<file path="config.mk">
export PLATFORM = sky130hd
export DESIGN_NAME = fp_scoreboard
export DESIGN_NICKNAME = d
export VERILOG_FILES = /design/src/rtl/fp_scoreboard.sv
export SDC_FILE = /design/constraint.sdc
export NUM_CORES = 1
export LEC_CHECK = 0
export ABC_AREA = 1
export BUFFER_PORTS_ARGS = -buffer_cell sky130_fd_sc_hd__buf_2
export CORE_MARGIN = 4
export CORE_UTILIZATION = 60
export CTS_CLUSTER_DIAMETER = 80
export CTS_CLUSTER_SIZE = 30
export DETAILED_ROUTE_END_ITERATION = 7
export GPL_TIMING_DRIVEN = 0
export PLACE_DENSITY = 0.83
export SYNTH_ARGS = -nofsm -noshare
export SYNTH_HDL_FRONTEND = slang
export SYNTH_SLANG_ARGS = --single-unit
</file>
<file path="constraint.sdc">
create_clock -name clk -period 4.3 [get_ports clk]
set_clock_uncertainty 0.15 [all_clocks]
set_input_delay 0.86 -clock clk [delete_from_list [all_inputs] [get_ports clk]]
set_output_delay 0.86 -clock clk [all_outputs]
set_load 0.1 [all_outputs]
</file>
<file path="src/rtl/fp_scoreboard.sv">
// FP issue controller: busy-bit hazards, in-flight limit, divide sequencer and FP write-port arbitration.
// Define FP_FWD_EN to let a completing write bypass its busy bit and a full in-flight count.
module fp_scoreboard #(
    parameter int SCALE        = 5,
    parameter int DIV_LAT      = 12,
    parameter int MAX_INFLIGHT = 4
) (
    input  logic                              clk,
    input  logic                              rst_n,
    input  logic                              id_valid,
    input  logic                              id_float,
    input  logic                              id_div,
    input  logic                              id_fwe,
    input  logic [SCALE-1:0]                  id_fdes,
    input  logic [SCALE-1:0]                  id_fsrc1,
    input  logic [SCALE-1:0]                  id_fsrc2,
    input  logic                              id_fuse1,
    input  logic                              id_fuse2,
    input  logic                              ex_stall,
    input  logic                              flush,
    input  logic                              pipe_wb_valid,
    input  logic                              pipe_wb_fwe,
    input  logic [SCALE-1:0]                  pipe_wb_addr,
    output logic                              fp_stall,
    output logic                              fp_issue,
    output logic                              div_start,
    output logic                              div_wb_valid,
    output logic [SCALE-1:0]                  div_wb_addr,
    output logic [(1<<SCALE)-1:0]             busy,
    output logic [$clog2(MAX_INFLIGHT+1)-1:0] inflight,
    output logic [1:0]                        divStateDbg
);
    localparam int NREG = 1 << SCALE;
    localparam int CNTW = $clog2(DIV_LAT);
    localparam int IFW  = $clog2(MAX_INFLIGHT + 1);

    typedef enum logic [1:0] {IDLE = 2'd0, RUN = 2'd1, WB = 2'd2} divState_t;

    divState_t       divState;
    logic [CNTW-1:0] divCnt;

    logic            pipeWrite;
    logic            rawHaz;
    logic            wawHaz;
    logic            structHaz;
    logic            inflightFull;
    logic            inflightInc;
    logic            inflightDec;
    logic [NREG-1:0] doneClr;
    logic [NREG-1:0] effBusy;
    logic [NREG-1:0] busySet;

    // The pipelined unit always wins the shared write port; the divider waits in WB.
    assign pipeWrite    = pipe_wb_valid & pipe_wb_fwe;
    assign div_wb_valid = (divState == WB) & ~pipeWrite;

    assign doneClr = (pipeWrite    ? (NREG'(1) << pipe_wb_addr) : '0)
                   | (div_wb_valid ? (NREG'(1) << div_wb_addr)  : '0);

`ifdef FP_FWD_EN
    assign effBusy      = busy & ~doneClr;
    assign inflightFull = (inflight == IFW'(MAX_INFLIGHT)) & ~pipe_wb_valid;
`else
    assign effBusy      = busy;
    assign inflightFull = (inflight == IFW'(MAX_INFLIGHT));
`endif

    assign rawHaz    = (id_fuse1 & effBusy[id_fsrc1]) | (id_fuse2 & effBusy[id_fsrc2]);
    assign wawHaz    = id_fwe & effBusy[id_fdes];
    assign structHaz = id_div ? (divState != IDLE) : inflightFull;

    // Issue handshake: ID offers an op with id_valid & id_float; fp_issue is the
    // accept in the same cycle, and nothing is recorded unless fp_issue is high.
    assign fp_stall  = id_valid & id_float & ~flush & (rawHaz | wawHaz | structHaz);
    assign fp_issue  = id_valid & id_float & ~flush & ~ex_stall & ~fp_stall;
    assign div_start = fp_issue & id_div;

    assign busySet     = (fp_issue & (id_fwe | id_div)) ? (NREG'(1) << id_fdes) : '0;
    assign inflightInc = fp_issue & ~id_div;
    assign inflightDec = pipe_wb_valid & (inflight != '0);

    assign divStateDbg = divState;

    // Set is applied after clear so a same-cycle reissue of a completing register stays busy.
    always_ff @(posedge clk or negedge rst_n) begin
        if (!rst_n) begin
            busy     <= '0;
            inflight <= '0;
        end else begin
            busy <= (busy & ~doneClr) | busySet;
            case ({inflightInc, inflightDec})
                2'b10:   inflight <= inflight + IFW'(1);
                2'b01:   inflight <= inflight - IFW'(1);
                default: inflight <= inflight;
            endcase
        end
    end

    always_ff @(posedge clk or negedge rst_n) begin
        if (!rst_n) begin
            divState    <= IDLE;
            divCnt      <= '0;
            div_wb_addr <= '0;
        end else begin
            case (divState)
                IDLE: begin
                    if (div_start) begin
                        div_wb_addr <= id_fdes;
                        divCnt      <= CNTW'(DIV_LAT - 1);
                        divState    <= RUN;
                    end
                end
                RUN: begin
                    if (divCnt == '0) divState <= WB;
                    else              divCnt   <= divCnt - CNTW'(1);
                end
                WB: begin
                    if (div_wb_valid) divState <= IDLE;
                end
                default: divState <= IDLE;
            endcase
        end
    end
endmodule

</file>
# [Yosys cells after proc, flatten, opt, wreduce, memory -nomap -nowiden]
# Index checks and enable logic that the tools add are counted.
[op_classes] order_cmp=3 bitwise_logic=27 shifts=3 eq_ne=9 muxes=18 n_reduce_logical=9 add_sub_neg=3
[ops] operator="32-bit two-way mux" n=3
[ops] operator="1-bit by 5-bit left shift with 32-bit output (first input constant)" n=3
[ops] operator="32-bit OR" n=2
[ops] operator="32-bit bitwise AND" n=1
[ops] operator="32-bit inverter" n=1
[ops] operator="5-bit by 6-bit less-than comparator with 1-bit output (second input constant)" n=3
[ops] operator="1-bit binary-select mux with 5-bit select" n=3
[ops] operator="1-bit bitwise AND" n=14
[ops] operator="4-bit two-way mux" n=2
[ops] operator="2-bit != test (second input constant)" n=4
[ops] operator="4-bit case mux with 2 select lines" n=1
[ops] operator="2-bit two-way mux" n=3
[ops] operator="2-bit case mux with 3 select lines" n=1
[ops] operator="3-bit case mux with 2 select lines" n=1
[ops] operator="3-bit AND reduction" n=2
[ops] operator="2-bit nonzero test" n=3
[ops] operator="1-bit inverter" n=5
[ops] operator="2-bit by 1-bit equality test with 1-bit output (second input constant)" n=2
[ops] operator="2-bit equality test (second input constant)" n=2
[ops] operator="4-bit logical NOT" n=1
[ops] operator="1-bit two-way mux" n=4
[ops] operator="1-bit OR" n=4
[ops] operator="4-bit by 1-bit subtractor with 4-bit output (second input constant)" n=1
[ops] operator="3-bit by 1-bit adder with 3-bit output (second input constant)" n=1
[ops] operator="5 further kinds" n=5
[word_totals] input_bits=32 ff_bits=46

# [Logic depth before layout (Yosys ltp)]
# Gate-level depths: netlist of run 1.
[logic_depth] ltp_word=12 ltp_mapped=20

# [Worst setup path before layout of run 1]
# Ideal clock, no wire load.
[synth_timing] kind="in2out" start="input port id_fdes[0]" end="output port fp_stall" stages=11 slack_ns=-1.370 arrival_ns=4.660 path_buffers=1 path_cell_list="buf_4 inv_1 nor2_1 nand2_1 nand3_1 nand3_1 nand3_1 nand3_1 nand2_2 nor2_1 nor4_1"
[synth_via] elab_chain_cells=6
[synth_lines] element="start: declaration" line_no="14" rtl="input logic [SCALE-1:0] id_fdes,"
[synth_lines] element="1-bit binary-select mux with 5-bit select" line_no="69" rtl="assign wawHaz = id_fwe & effBusy[id_fdes];"
[synth_lines] element="1-bit two-way mux (not written as such)" line_no="69"
[synth_lines] element="1-bit bitwise AND" line_no="69"
[synth_lines] element="1-bit OR (2 in a row)" line_no="74" rtl="assign fp_stall = id_valid & id_float & ~flush & (rawHaz | wawHaz | structHaz);"
[synth_lines] element="1-bit bitwise AND" line_no="74"
[synth_lines] element="end: declaration" line_no="24" rtl="output logic fp_stall,"
# Every way passes these cells. The select of a mux whose other input is x is not followed.

# [Final worst setup path of run 1]
[layout_timing] start="input port id_fsrc2[1]" end="output port div_start"
[layout_via] elab_chain_cells=10
[layout_lines] element="start: declaration" line_no="16" rtl="input logic [SCALE-1:0] id_fsrc2,"
[layout_lines] element="1-bit binary-select mux with 5-bit select" line_no="68" rtl="assign rawHaz = (id_fuse1 & effBusy[id_fsrc1]) | (id_fuse2 & effBusy[id_fsrc2]);"
[layout_lines] element="1-bit two-way mux (not written as such)" line_no="68"
[layout_lines] element="1-bit bitwise AND" line_no="68"
[layout_lines] element="1-bit OR" line_no="68"
[layout_lines] element="1-bit OR (2 in a row)" line_no="74"
[layout_lines] element="1-bit bitwise AND" line_no="74"
[layout_lines] element="1-bit inverter" line_no="75" rtl="assign fp_issue = id_valid & id_float & ~flush & ~ex_stall & ~fp_stall;"
[layout_lines] element="1-bit bitwise AND" line_no="75"
[layout_lines] element="1-bit bitwise AND" line_no="76" rtl="assign div_start = fp_issue & id_div;"
[layout_lines] element="end: declaration" line_no="26" rtl="output logic div_start,"
# Every way passes these cells. The select of a mux whose other input is x is not followed.

==> metrics.txt, run 1 <==
count of cell types in the netlist 32; Setup CP Type input pin to output port; hpwl dp 10400 um; initial core utilization slightly above 60%; Antenna Nets Post-Route 0; Max-slew headroom between 30 and 40%; top-area cell type share of the netlist area between 20% and 30%; core footprint about 0.0063 mm2; Die Y 88.6 um; post-placement cell area between 0.004 and 0.005 mm2; Startpoint Class input pin; Post-synth ARST share 100%; Final Critical Period 4.12 ns; maximum VDD drop 0.446 mV; vias post-DR 4705; Vias/cell between 5 and 6; GP Congestion ~1.0; Mapped Nets between 600 and 700; crit-path cells buf_2 -> inv_1 -> nand3_1 -> nand3_1 -> nand2_1 -> nand2_1 -> nand3_1 -> nand3_1 -> nand2_2 -> nor2_1 -> nand3_2 -> buf_4 -> inv_1 -> buf_2; fin crit share between 90% and 100%; layout net count 750; CTS tree done; post-layout util between 70% and 80%; CP Capture Type output port; I/O pins 78; drt total wl approximately 14000 um; largest net degree at the start of global routing 47; Final WS setup approximately 0.18 ns; initial antenna violation count 0; most numerous cell in the Yosys netlist nand2_1; Worst Max-Slew Pin Slew between 1 and 1.5 ns; Clock Path Buffers 2; Layout area overhead 13.8%; Core Rows 29; sequential area share after synthesis ~30%; top cells by count, synth 239 x nand2_1, 150 x nand3_1, 63 x nor2_1, 46 x dfrtp_1, 39 x inv_1; synth top area cells dfrtp_1 30%, nand2_1 23%, nand3_1 19%; Fin. Hold Viols 0; synthesis-stage register bit count between 40 and 50; Worst Hold Class flip-flop to flip-flop; worst skew pair latency around 0.30 ns; Post-CTS Setup Repair Bufs 0; # H-tree levels 2; Buffers on Ports 65; EDFF count, synth 0; Root Buffer clkbuf_8; RSZ-0062 raised after global routing no; clock sink total between 40 and 50; layout cells sized above 1 between 10% and 20%; DRC 0; Ys Warns 0; vias in the first global route about 4300; Worst-path clk slew ~0.09 ns; Cells after Synth ~640; initial drt markers about 460; DR pass1 iterations 5; Leakage Power 2.21 nW; Netlist Area Pre-Place 0.00389 mm2; setup TNS 0 ns; status finished, final reports clean; max_cap viols 0; slowest cell on the critical path buf_2; CP max FO 10; DP Worst Slack between 0.2 and 0.25 ns; Peak Freq 243 MHz; routed length per instance approximately 17 um; CTS Hold Bufs 0; Antenna Diode Count 0; total grt overflow 0; Final Instance Area between 0.004 and 0.005 mm2; Resized Gates After CTS 0; PD cells slightly below 400 mW/mm2; die area just under 0.008 mm2; Pins Over Slew Limit 0; final setup violation count 0; die width ~90 um; power consumption about 1.8 mW; area leader, netlist dfrtp_1; Total GRT Usage between 30% and 40%; WP data required ~3.3 ns; CP arrival roughly 3.1 ns; first-pass GRT wire length between 20000 and 25000 um; CP max stage delay between 0.4 and 0.5 ns; most frequent CP cell nand3_1; Num CTS Buffers 5; synthesized area per cell ~6 um2; Post-synth top flop dfrtp_1
## state kept, by name, indices dropped and copies added (netlist names)
| name | flops |
|---|---|
| divCnt | 4 |
| busy | 32 |
| inflight | 3 |
| div_wb_addr | 5 |
| divStateDbg | 2 |
## cell families (layout without fill, tap and decap cells)
group | count (synthesis) | after routing | synth area share [%]
buf+inv | 81 | 154 | 9.96
compound gates | 22 | 22 | 3.31
fa+ha+maj | 4 | 4 | 1.48
flops | 46 | 46 | 29.6
xor+xnor | 3 | 3 | 0.675
simple gates | 486 | 486 | 55.0
## routing by layer
layer | vias up | global-route usage, % | wire length, um
met5 | - | 0 | 0
met4 | 0 | 15.1 | 532
met2 | 257 | 59.2 | 6480
met1 | 2148 | 48.2 | 5410
li1 | 2239 | - | -
met3 | 61 | 5.87 | 1380
## cell type report
| class | instances | area [um2] |
|---|---|---|
| Clock buffer | 7 | 76.3 |
| Sequential cell | 46 | 1150 |
| Multi-Input combinational cell | 515 | 2370 |
| Inverter | 45 | 171 |
| Tap cell | 77 | 96.3 |
| Clock inverter | 1 | 30.0 |
| Buffer | 36 | 216 |
| Timing Repair Buffer | 65 | 325 |
| Fill cell | 575 | 1880 |
## per-stage QoR
| stage | std cells | hold slack [ns] |
|---|---|---|
| CTS | 792 | 0.372 |
| global placement | 784 | 0.350 |
| floorplan | 642 | 0.347 |
| global route | 792 | 0.397 |
| detailed placement | 784 | 0.360 |
| finish | 792 | 0.373 |
## path summary, 6_finish.rpt
| path | startpoint | cells past startpoint | to | slack [ns] |
|---|---|---|---|---|
| max | id_fsrc2[1] | 14 | div_start | 0.18 |
| min | inflight[0] | 1 | inflight[0] | 0.37 |
| max reg2reg | busy[25] | 15 | inflight[1] | 1.26 |
| min reg2reg | inflight[0] | 1 | inflight[0] | 0.37 |
| max in group asynchronous | rst_n | 1 | busy[13] | 2.77 |
| min in group asynchronous | rst_n | 1 | inflight[0] | 0.57 |
## where the power goes
part | total [mW] | internal (mW) | switching (mW) | leakage, nW
clock | 0.322 | 0.174 | 0.148 | 0.0524
sequential | 0.575 | 0.498 | 0.0775 | 0.621
combinational | 0.856 | 0.177 | 0.679 | 1.54
## worst max-delay path: cells and delay by family
kind,cells,cell delay (ns)
AND/OR/NAND/NOR,9,1.12
buffers and inverters,5,1.11
## layout by cell type, fill, tap and decap left out, types with 2 or more instances in the layout
master    count
a22oi_1       4
ha_1          3
o21ai_0       4
nand2_2       2
nand2_1     239
clkinv_1      2
o21ai_1       5
clkbuf_1     18
xnor2_1       2
inv_2         3
clkbuf_8      5
nand3_2       9
buf_4         3
dfrtp_1      46
buf_2        73
nand4_1       3
nor4_1       13
inv_1        39
nand3b_1      2
nand3_1     150
a21oi_1       5
o31ai_1       2
nor2_1       63
buf_6         8
No activity file was read; power rests on OpenSTA's default activity.
==> run 2, diff against run 1 <==
--- a/config.mk
+++ b/config.mk
@@ -7,13 +7,13 @@
 export LEC_CHECK = 0
 export ABC_AREA = 1
 export BUFFER_PORTS_ARGS = -buffer_cell sky130_fd_sc_hd__buf_2
-export CORE_MARGIN = 4
+export CORE_MARGIN = 3
 export CORE_UTILIZATION = 60
 export CTS_CLUSTER_DIAMETER = 80
 export CTS_CLUSTER_SIZE = 30
 export DETAILED_ROUTE_END_ITERATION = 7
 export GPL_TIMING_DRIVEN = 0
-export PLACE_DENSITY = 0.83
+export PLACE_DENSITY_LB_ADDON = 0.25
 export SYNTH_ARGS = -nofsm -noshare
 export SYNTH_HDL_FRONTEND = slang
 export SYNTH_SLANG_ARGS = --single-unit
==> run 2 against run 1 <==
Critical endpoint unchanged. Core utilization grew 3.0 points. Count of clock-buffer cells in the layout shrank 2. Design area grew 0.65%. Global-route usage grew 1.5 points.
==> metrics.txt, run 2 (synthesis gave the netlist of run 1 again) <==
Total GRT Usage a little under two fifths; Antenna Nets Post-Route 0; CTS tree done; Hold EP inflight[0]; Worst Hold Class flip-flop to flip-flop; Antenna Diode Count 0; Final Critical Period 4.07 ns; Root Buffer clkbuf_8; Final Instance Area roughly 0.0045 mm2; Comb power frac ~47%; Post-CTS Setup Repair Bufs 0; initial core utilization 63.9%; total grt overflow 0; vias in the first global route about 4500; DR pass1 iterations 7; routed length per instance 17.6 um; drt total wl about 14000 um; WP data required approximately 3.3 ns; Num CTS Buffers 5; final setup violation count 0; CP max FO 10; setup TNS 0 ns; I/O pins 78; CP startpoint id_fsrc1[1]; fin crit share 94.7%; Fin. Hold Viols 0; switching share of power 50.5%; Worst Max-Slew Pin Slew roughly 1.1 ns; clock sink total 46; die area approximately 0.0075 mm2; biggest regs busy (32), div_wb_addr (5), divCnt (4); sequential cell area 0.00115 mm2; Reg power frac a little under a third; CP arrival between 3 and 4 ns; status finished, final reports clean; final hold slack approximately 0.39 ns; Peak Freq roughly 250 MHz; Resized Gates After CTS 0; Leakage Power approximately 2.2 nW; initial antenna violation count 0; Reg2Reg Setup Slack approximately 1.3 ns; Net Switching about 0.93 mW; Clock Path Buffers 2; maximum VDD drop about 0.47 mV; most frequent cells in the layout 239 x nand2_1, 150 x nand3_1, 73 x buf_2, 63 x nor2_1, 46 x dfrtp_1; PD cells ~410 mW/mm2; number of flip-flops in the largest register 32; worst flop-to-flop path endpoint inflight[1]; R2R Path Start busy[23]; FILL cells between 500 and 600; footprint of the multi-input gates roughly 0.0024 mm2; Buffers on Ports between 60 and 70; Final WS setup 0.229 ns; RSZ-0062 raised after global routing no; CP Capture Type output port; post-layout util 73.2%; DP Worst Slack 0.249 ns; power consumption about 1.8 mW; GP Congestion 1.09; vias post-DR approximately 4800; Setup CP Type input pin to output port; first-pass GRT wire length 22000 um; Worst Min Path Start inflight[0]; hold-critical path depth 1; core footprint 0.00610 mm2; initial drt markers 503; hpwl dp approximately 11000 um; worst r2r path cells 15; Pins Over Slew Limit 0; layout net count 750; fin cells between 700 and 800; max_cap viols 0; worst skew pair latency approximately 0.31 ns; layout cells sized above 1 between 15 and 20%; Die Y slightly below 90 um; DRC 0; Startpoint Class input pin; Vias/cell between 6 and 7; Layout area overhead 14.6%; die width between 80 and 90 um; Core Rows 28; dpl cells between 700 and 800; post-placement cell area 0.00433 mm2; Max-slew headroom between 20% and 30%; commonest non-fill, non-tap cell in the layout nand2_1; P_int 0.909 mW; CTS Hold Bufs 0; # H-tree levels 2; Top reg by flops busy; largest net degree at the start of global routing 47; Worst-path clk slew 0.09 ns; Clk pwr share between 20% and 30%
==> run 2: changes by cell type in the layout (fill, tap and decap cells not counted) <==
cell / before / now
clkbuf_1: 18 / 16
bufinv_16: 1 / 2
clkinv_4: 0 / 1
==> run 2: worst max path at each step <==
stage / cells after the start / endpoint / slack [ns]
after global placement: 12 / fp_issue / 0.32
after detailed placement: 14 / div_start / 0.25
after global routing: 14 / div_start / 0.04
final: 14 / div_start / 0.23
after floorplan: 11 / fp_stall / -0.19
after CTS: 14 / div_start / 0.24
==> run 2: worst max-delay path, cell delays in order <==
cell     delay [ns]
buf_2          0.16
inv_1          0.23
nand3_1        0.12
nand3_1        0.09
nand2_1        0.09
nand2_1        0.07
nand3_1        0.06
nand3_1        0.12
nand2_2        0.10
nor2_1         0.25
nand3_2        0.21
buf_4          0.24
inv_1          0.05
buf_2          0.41
==> run 2: area by class of cell <==
class	count	area share, %
Timing Repair Buffer	65	7.29
Sequential cell	46	25.8
Tap cell	75	2.10
Multi-Input combinational cell	515	53.0
Buffer	36	4.85
Clock buffer	5	1.54
Clock inverter	3	1.54
Inverter	45	3.84
==> run 2: layer usage <==
layer / track usage (%) / part of all wire, %
met5: 0 / 0
met4: 12.7 / 3.2
met3: 6.08 / 11
met2: 66.0 / 48
met1: 47.7 / 37
==> run 2: power groups by stage <==
stage / logic [mW] / clock network (mW) / registers (mW)
final: 0.866 / 0.393 / 0.578
after detailed placement: 0.858 / 0 / 0.582
after global placement: 0.828 / 0 / 0.577
after global routing: 0.936 / 0.403 / 0.586
after floorplan: 0.340 / 0 / 0.912
after CTS: 0.861 / 0.392 / 0.574
==> run 3, diff against run 2 <==
--- a/config.mk
+++ b/config.mk
@@ -5,14 +5,14 @@
 export SDC_FILE = /design/constraint.sdc
 export NUM_CORES = 1
 export LEC_CHECK = 0
-export ABC_AREA = 1
 export BUFFER_PORTS_ARGS = -buffer_cell sky130_fd_sc_hd__buf_2
 export CORE_MARGIN = 3
-export CORE_UTILIZATION = 60
+export CORE_UTILIZATION = 59
 export CTS_CLUSTER_DIAMETER = 80
 export CTS_CLUSTER_SIZE = 30
 export DETAILED_ROUTE_END_ITERATION = 7
 export GPL_TIMING_DRIVEN = 0
+export MAX_ROUTING_LAYER = met4
 export PLACE_DENSITY_LB_ADDON = 0.25
 export SYNTH_ARGS = -nofsm -noshare
 export SYNTH_HDL_FRONTEND = slang
==> run 3 against run 2 <==
Synthesized cell count is 51% lower. Clock power decreased by 36%. Core utilization up 0.60 points. Routed wire length decreased by 25%. Sequential power rose by 1%. Area after synthesis is 15% lower. First-iteration DRC count fell by 17%. Design area decreased by 13%. Combinational power fell by 7.5%. Global-route usage is 3.7 points lower. Critical path type unchanged. Largest cell class unchanged. Largest power group unchanged.
==> metrics.txt, run 3 <==
CP max stage delay about 0.56 ns; Worst-path clk slew approximately 0.080 ns; DRC 0; EDFF count, synth 0; Clock Path Buffers 2; P_int a little over 0.8 mW; Net Switching ~0.82 mW; Ys Warns 0; Fin. Hold Viols 0; final hold slack 0.365 ns; WP data required between 3 and 4 ns; final setup violation count 0; Die Y approximately 81 um; Final Critical Period around 4.2 ns; total grt overflow 0; Comb power frac roughly half; die width around 81 um; Synth Area in Compound Gates between 10% and 20%; synthesis-stage register bit count between 40 and 50; first-pass GRT wire length around 16000 um; most numerous cell in the Yosys netlist dfrtp_1; clock sink total 46; top cells by count, synth 46 x dfrtp_1, 45 x nand2_1, 32 x o221ai_1, 18 x mux4_2, 13 x nor2_1; switching share of power between 50 and 60%; post-placement cell area roughly 0.0038 mm2; Final Instance Area between 0.003 and 0.004 mm2; GP Congestion ~0.99; Peak Freq roughly 240 MHz; Post-synth top flop dfrtp_1; Leakage Power around 1.8 nW; Startpoint Class input pin; WP buf/inv 3; fin crit share between 90 and 100%; hpwl dp 7920 um; max_cap viols 0; CP Capture Type output port; die area 0.00657 mm2; Buffers on Ports between 60 and 70; Post-Synth Simple-Gate Area about a fifth; largest net degree at the start of global routing 47; worst r2r path cells 13; Reg2Reg Setup Slack roughly 0.73 ns; Pins Over Slew Limit 0; Num CTS Buffers 5; layout net count about 430; CP arrival approximately 3.2 ns; power consumption 1.64 mW; RSZ-0062 raised after global routing no; CTS tree done; layout cells sized above 1 33.2%; CTS Hold Bufs 0; routed length per instance approximately 23 um; count of cell types in the netlist 49; initial core utilization between 60% and 70%; Hold EP inflight[2]; dpl cells approximately 450; Worst Min Path Start inflight[2]; top-area cell type share of the netlist area 34.6%; Total GRT Usage roughly a third; Setup CP Type input pin to output port; Netlist Area Pre-Place about 0.0033 mm2; Mapped Nets 350; R2R Path Start busy[11]; Cells after Synth ~310; sequential area share after synthesis approximately a third; Layout area overhead 17.0%; CP max FO 8; initial antenna violation count 0; Synth Area in XOR/XNOR less than 1%; area leader, netlist dfrtp_1; Vias/cell 6.84; synth top area cells dfrtp_1 35%, mux4_2 12%, o221ai_1 8.4%; Post-synth ARST share between 90% and 100%; core footprint around 0.0053 mm2; commonest non-fill, non-tap cell in the layout buf_2; drt total wl 10400 um; # H-tree levels 2; synthesized area per cell between 10 and 15 um2; hold-critical path depth 1; PD cells between 400 and 500 mW/mm2; vias post-DR roughly 3200; number of flip-flops in the largest register 32; Clk pwr share roughly 15%; worst flop-to-flop path endpoint inflight[2]; biggest regs busy (32), div_wb_addr (5), divCnt (4); Core Rows 26; Root Buffer clkbuf_8; Top reg by flops busy; I/O pins 78; DR pass1 iterations 5; most frequent cells in the layout 68 x buf_2, 46 x dfrtp_1, 45 x nand2_1, 32 x o221ai_1, 18 x mux4_2; Adder-Cell Fraction of Synth Area approximately 1.7%; Worst Hold Class flip-flop to flip-flop; mux cell area share after synthesis a little under a quarter; Antenna Nets Post-Route 0; fin cells ~460; Worst Max-Slew Pin Slew a little over 1 ns; initial drt markers between 400 and 500; worst skew pair latency ~0.3 ns; status finished, final reports clean; crit-path cells buf_6 -> mux4_1 -> mux4_1 -> clkinv_1 -> a21oi_1 -> nor4_2 -> and2_4 -> buf_6; largest family of logic cells by synthesized area multiplexers; Antenna Diode Count 0; setup TNS 0 ns; slowest cell on the critical path mux4_1; vias in the first global route around 3000; Reg power frac a little over a third; CP top delay family multiplexers; total stage count of the critical path 8; Max-slew headroom 31.6%; maximum VDD drop ~0.45 mV
==> run 3: changes by cell type after synthesis, sizes merged, moves of 12 or more <==
cell / change
inv: -36
mux4: +26
nand2: -196
nand2b: +12
nand3: -150
nor2: -50
nor4: -12
o221ai: +32
==> run 3: power groups by stage <==
stage	Clock (mW)	Combinational [mW]	Sequential, mW
after floorplan	0	0.288	0.918
after global placement	0	0.771	0.584
after detailed placement	0	0.789	0.588
after CTS	0.254	0.796	0.580
after global routing	0.272	0.845	0.594
final	0.252	0.801	0.584
==> run 3: how the worst max path moves through the flow <==
stage	from	end	slack [ns]
6_report	id_fsrc2[1]	fp_issue	0.14
3_5_place_dp	id_fdes[0]	fp_issue	-0.38
4_1_cts	id_fsrc2[1]	fp_issue	0.03
2_1_floorplan	id_fsrc1[2]	div_start	-0.11
3_3_place_gp	id_fsrc1[2]	fp_issue	-0.33
5_1_grt	id_fsrc2[1]	fp_stall	0.04
==> run 3: per-stage QoR <==
stage	utilization, %	worst slack (ns)
after floorplan	-	-0.110
after detailed placement	71.7	-0.379
after global routing	73.8	0.0426
after global placement	71.7	-0.329
after CTS	73.4	0.0288
final	73.8	0.144
==> run 3: timing repair <==
item | in CTS | in global routing
pin swaps | 0 | 1
gates resized for setup | 6 | 5
endpoints found under the setup margin | 2 | 1
buffers inserted | 0 | 1
==> run 3: layout make-up <==
| cell class | count | area, um2 |
|---|---|---|
| multi-input combinational | 242 | 2080 |
| fill | 400 | 1380 |
| buffer | 18 | 101 |
| sequential | 46 | 1150 |
| inverter | 8 | 30.0 |
| timing repair buffer | 70 | 364 |
| clock buffer | 7 | 76.3 |
| tap | 70 | 87.6 |
==> run 3: cell families (layout without fill, tap and decap cells) <==
logic type | count (synthesis) | count (layout)
DFF | 46 | 46
AOI/OAI and AO/OA | 70 | 70
muxes | 40 | 40
adders and majority gates | 4 | 4
xor gates and xnor gates | 3 | 3
buffers and inverters | 26 | 103
and+or+nand+nor | 125 | 125
==> run 3: metal layers <==
metal  vias to the layer above  GRT usage (%)  wire length, um
met4                         0           12.8              310
met1                      1530           47.0             4180
met5                         -              -                0
met2                       204           51.8             4850
li1                       1390              -                -
met3                        30           4.88             1050
